### config.mk
export PLATFORM = sky130hd
export DESIGN_NAME = ser2par8
export DESIGN_NICKNAME = d
export VERILOG_FILES = /design/src/rtl/ser2par8.sv
export SDC_FILE = /design/constraint.sdc
export NUM_CORES = 1
export LEC_CHECK = 0
export BUFFER_PORTS_ARGS = -buffer_cell sky130_fd_sc_hd__buf_2
export CORE_UTILIZATION = 45
export CTS_CLUSTER_DIAMETER = 150
export DETAILED_ROUTE_END_ITERATION = 7
export HOLD_SLACK_MARGIN = 0.03
export PLACE_DENSITY = 0.69
export SETUP_SLACK_MARGIN = 0.3
export SLEW_MARGIN = 10
export SYNTH_ARGS = -nofsm -noshare
export SYNTH_HDL_FRONTEND = slang
export SYNTH_SLANG_ARGS = --single-unit
### constraint.sdc
create_clock -name clk -period 3.2 [get_ports clk]
set_input_delay 0.8 -clock clk [delete_from_list [all_inputs] [get_ports clk]]
set_output_delay 0.8 -clock clk [all_outputs]
set_load 0.05 [all_outputs]
### src/rtl/ser2par8.sv
// Serial frame receiver: start bit, W data bits LSB first, stop bit.
// A good frame loads dout with a one-clock PL pulse; a bad stop bit raises ferr and holds off until idle.
module ser2par8 #(
    parameter int unsigned W = 8
) (
    input  logic         clk,
    input  logic         rst,
    input  logic         ben,
    input  logic         sin,
    output logic [W-1:0] dout,
    output logic         PL,
    output logic         ferr
);

    localparam int unsigned CW = (W > 1) ? $clog2(W) : 1;

    typedef enum logic [1:0] {
        IDLE = 2'd0,
        DATA = 2'd1,
        STOP = 2'd2,
        BRK  = 2'd3
    } state_t;

    state_t        state;
    logic [CW-1:0] cnt;
    logic [W-1:0]  shreg;

    always_ff @(posedge clk) begin
        if (rst) begin
            state <= IDLE;
            cnt   <= '0;
            shreg <= '0;
            dout  <= '0;
            PL    <= 1'b0;
            ferr  <= 1'b0;
        end else begin
            // Pulses last one clock whether or not a strobe follows.
            PL   <= 1'b0;
            ferr <= 1'b0;
            if (ben) begin
                case (state)
                    IDLE: begin
                        if (!sin) begin
                            state <= DATA;
                            cnt   <= '0;
                        end
                    end
                    DATA: begin
                        shreg <= {sin, shreg[W-1:1]};
                        if (cnt == CW'(W - 1)) begin
                            state <= STOP;
                        end else begin
                            cnt <= cnt + 1'b1;
                        end
                    end
                    STOP: begin
                        if (sin) begin
                            dout  <= shreg;
                            PL    <= 1'b1;
                            state <= IDLE;
                        end else begin
                            ferr  <= 1'b1;
                            state <= BRK;
                        end
                    end
                    BRK: begin
                        if (sin) begin
                            state <= IDLE;
                        end
                    end
                    default: state <= IDLE;
                endcase
            end
        end
    end

endmodule

==> out/summary.txt <==
status -> completed
post-synthesis cell type count -> 27
Worst R2R End -> shreg[1]
CP top delay family -> flip-flops
Final Max Slew Viols -> 0
Synth area leaders -> dfxtp_1, mux2i_1, a21oi_2
Initial Utilization -> 50.0%
setup TNS -> 0 ns
R2R Setup Slk -> 1.74 ns
clock sink total -> 23
synthesis-to-finish area growth -> 5.76%
register area share after synthesis -> 45.1%
port bufs -> 13
HP Start -> dout[7]
clk_lat worst skew -> 0.30 ns
Final nets -> 119
Post-Syn Nets -> 109
Synth top cells by count -> dfxtp_1, nand2_1, nor2_1, a21oi_2, mux2i_1
fmax -> 0.584 GHz
final core utilization -> 52.9%
routed length per instance -> 11.8 µm
Leakage -> 0.490 nW
maxcap violations -> 0
RSZ-0062 raised after global routing -> no
critical path type -> reg2out
core box area -> 2040 µm²
clock period minus worst slack -> 1.71 ns
GP Congestion -> 0.760
Post-synth EDFFs -> 0
vias in the first global route -> 654
CP arrival -> 0.91 ns
root buf cell -> clkbuf_4
DP Worst Slack -> 1.33 ns
number of H-tree levels -> 1
hold worst-path end -> dout[7]
Cell Area, Placed -> 1050 µm²
warnings from Yosys -> 0
CP max stage delay -> 0.35 ns
Chip Width -> 49.6 µm
Critical Path Sink Type -> primary output
initial antenna violation count -> 0
TritonCTS clock tree -> built
reg2reg start -> state[1]
residual DRC count -> 0
period utilisation layout -> 53.5%
Slew HR -> 67.9%
routed via count -> 710
slew at the pin with the worst max-slew slack -> 0.482 ns
setup bufs post-CTS -> 0
row count -> 16
vias per cell -> 5.11
most common cell in the netlist -> dfxtp_1
Final WS setup -> 1.49 ns
die area -> 2460 µm²
layout cells sized above 1 -> 26.8%
Worst Skew -> 0.00832 ns
HP Class -> reg2reg
Synth area leader -> dfxtp_1
Hold Buf Count CTS -> 0
# diodes -> 0
crit path cell chain -> buf_2
Total Routing Usage GR -> 15.3%
Routed WL -> 1640 µm
Worst-path clk slew -> 0.13 ns
Inserted Clock Buffers -> 3
clock buffer depth -> 2
global-route wire length before repair -> 2900 µm
Req. time, crit path -> 2.40 ns
CP max-delay cell -> dfxtp_1
DRT iter0 DRCs -> 13
cell count after synthesis -> 103
Initial DRT Pass Iterations -> 4
reg2reg path depth -> 3
Top FF cell, synth -> dfxtp_1
Synth Area per Inst -> 9.91 µm²
Post-CTS Resized -> 0
Async S/R FF share, synth -> 0%
critical path depth in cells -> 1
die height -> 49.6 µm
CP startpoint kind -> flop
largest net degree at the start of global routing -> 24
count of state elements after synthesis -> 23
# setup viols final -> 0
GRT overflow -> 0
Synth Cell Area -> 1020 µm²
Pwr Density -> 413 nW/µm²
hold_ws -> 0.472 ns
Antenna Nets Post-Route -> 0
Ports -> 14
Synth top area share -> 45.1%
worst-case vdd ir drop -> 0.000178 V
Fin. Hold Viols -> 0
WHS Path Cells -> 2
post-route cell area -> 1080 µm²
post-DP HPWL -> 1150 µm
CP max FO -> 2
worst path bufs/invs -> 1
power breakdown:
group	switching (mW)	internal [mW]
clock network	0.0835	0.0465
logic	0.0151	0.00939
registers	0.00350	0.288
sequential cells by signal, summed over array words and instances, names as in the netlist:
name	cells
PL	1
dout	8
state	2
cnt	3
ferr	1
shreg	8
layout make-up:
| type | count | area (µm²) |
|---|---|---|
| fill | 201 | 962 |
| clock buffer | 3 | 22.5 |
| multi-input combinational | 72 | 493 |
| timing repair buffer | 13 | 65.1 |
| tap | 27 | 33.8 |
| sequential | 23 | 460 |
| clock inverter | 1 | 5.00 |
cell families after synthesis:
| logic type | after synthesis | share of synthesized area, % |
|---|---|---|
| flip-flops | 23 | 45.1 |
| multiplexers | 9 | 8.82 |
| buffers and inverters | 8 | 6.62 |
| AND/OR/NAND/NOR | 43 | 23.4 |
| AO/OA/AOI/OAI | 18 | 13.6 |
| adder cells (fa/ha/maj) | 2 | 2.45 |
per-stage QoR:
stage          instances  power (mW)
6_report             139       0.446
5_1_grt              139       0.466
4_1_cts              139       0.452
3_5_place_dp         135       0.323
3_3_place_gp         135       0.322
2_1_floorplan        103       0.321
worst reg2reg max path: cells and delay by family, from the launching register on:
kind	cells	cell delay [ns]
flip-flops	1	0.61
multiplexers	1	0.26
AND/OR/NAND/NOR	2	0.50
per-layer routing:
layer	track usage (%)	up-vias	wire [µm]
li1	-	377	-
met1	22.5	322	936
met2	21.4	9	646
met3	2.78	2	41
met4	6.67	0	15
met5	0	-	0
worst max path at each step:
stage	slack (ns)	to	startpoint
after floorplan	1.69	cnt[0]	sin
after global placement	1.38	shreg[2]	ben
after detailed placement	1.33	shreg[1]	ben
after CTS	1.47	dout[4]	dout[4]
after global routing	1.43	dout[4]	dout[4]
final	1.49	dout[5]	dout[5]
cells in the final DEF, fill, tap and decap left out:
master     Yosys  routed
dfxtp_1       23      23
nand2_1       15      15
buf_2          0      13
nor2_1        10      10
a21oi_2        9       9
mux2i_1        9       9
o31ai_1        3       3
nand4_1        3       3
a21oi_1        3       3
clkbuf_4       0       3
nand2_2        2       2
nand3b_1       2       2
nand2b_1       2       2
and3b_1        2       2
ha_1           2       2
and4b_1        1       1
nand4b_4       1       1
and2_4         1       1
and2b_1        1       1
nor2b_1        1       1
nor3b_1        1       1
o21ai_0        1       1
a2bb2oi_1      1       1
a311oi_1       1       1
nor3_1         1       1
clkinv_2       0       1
Note: power is estimated with default switching activity, not from simulation.
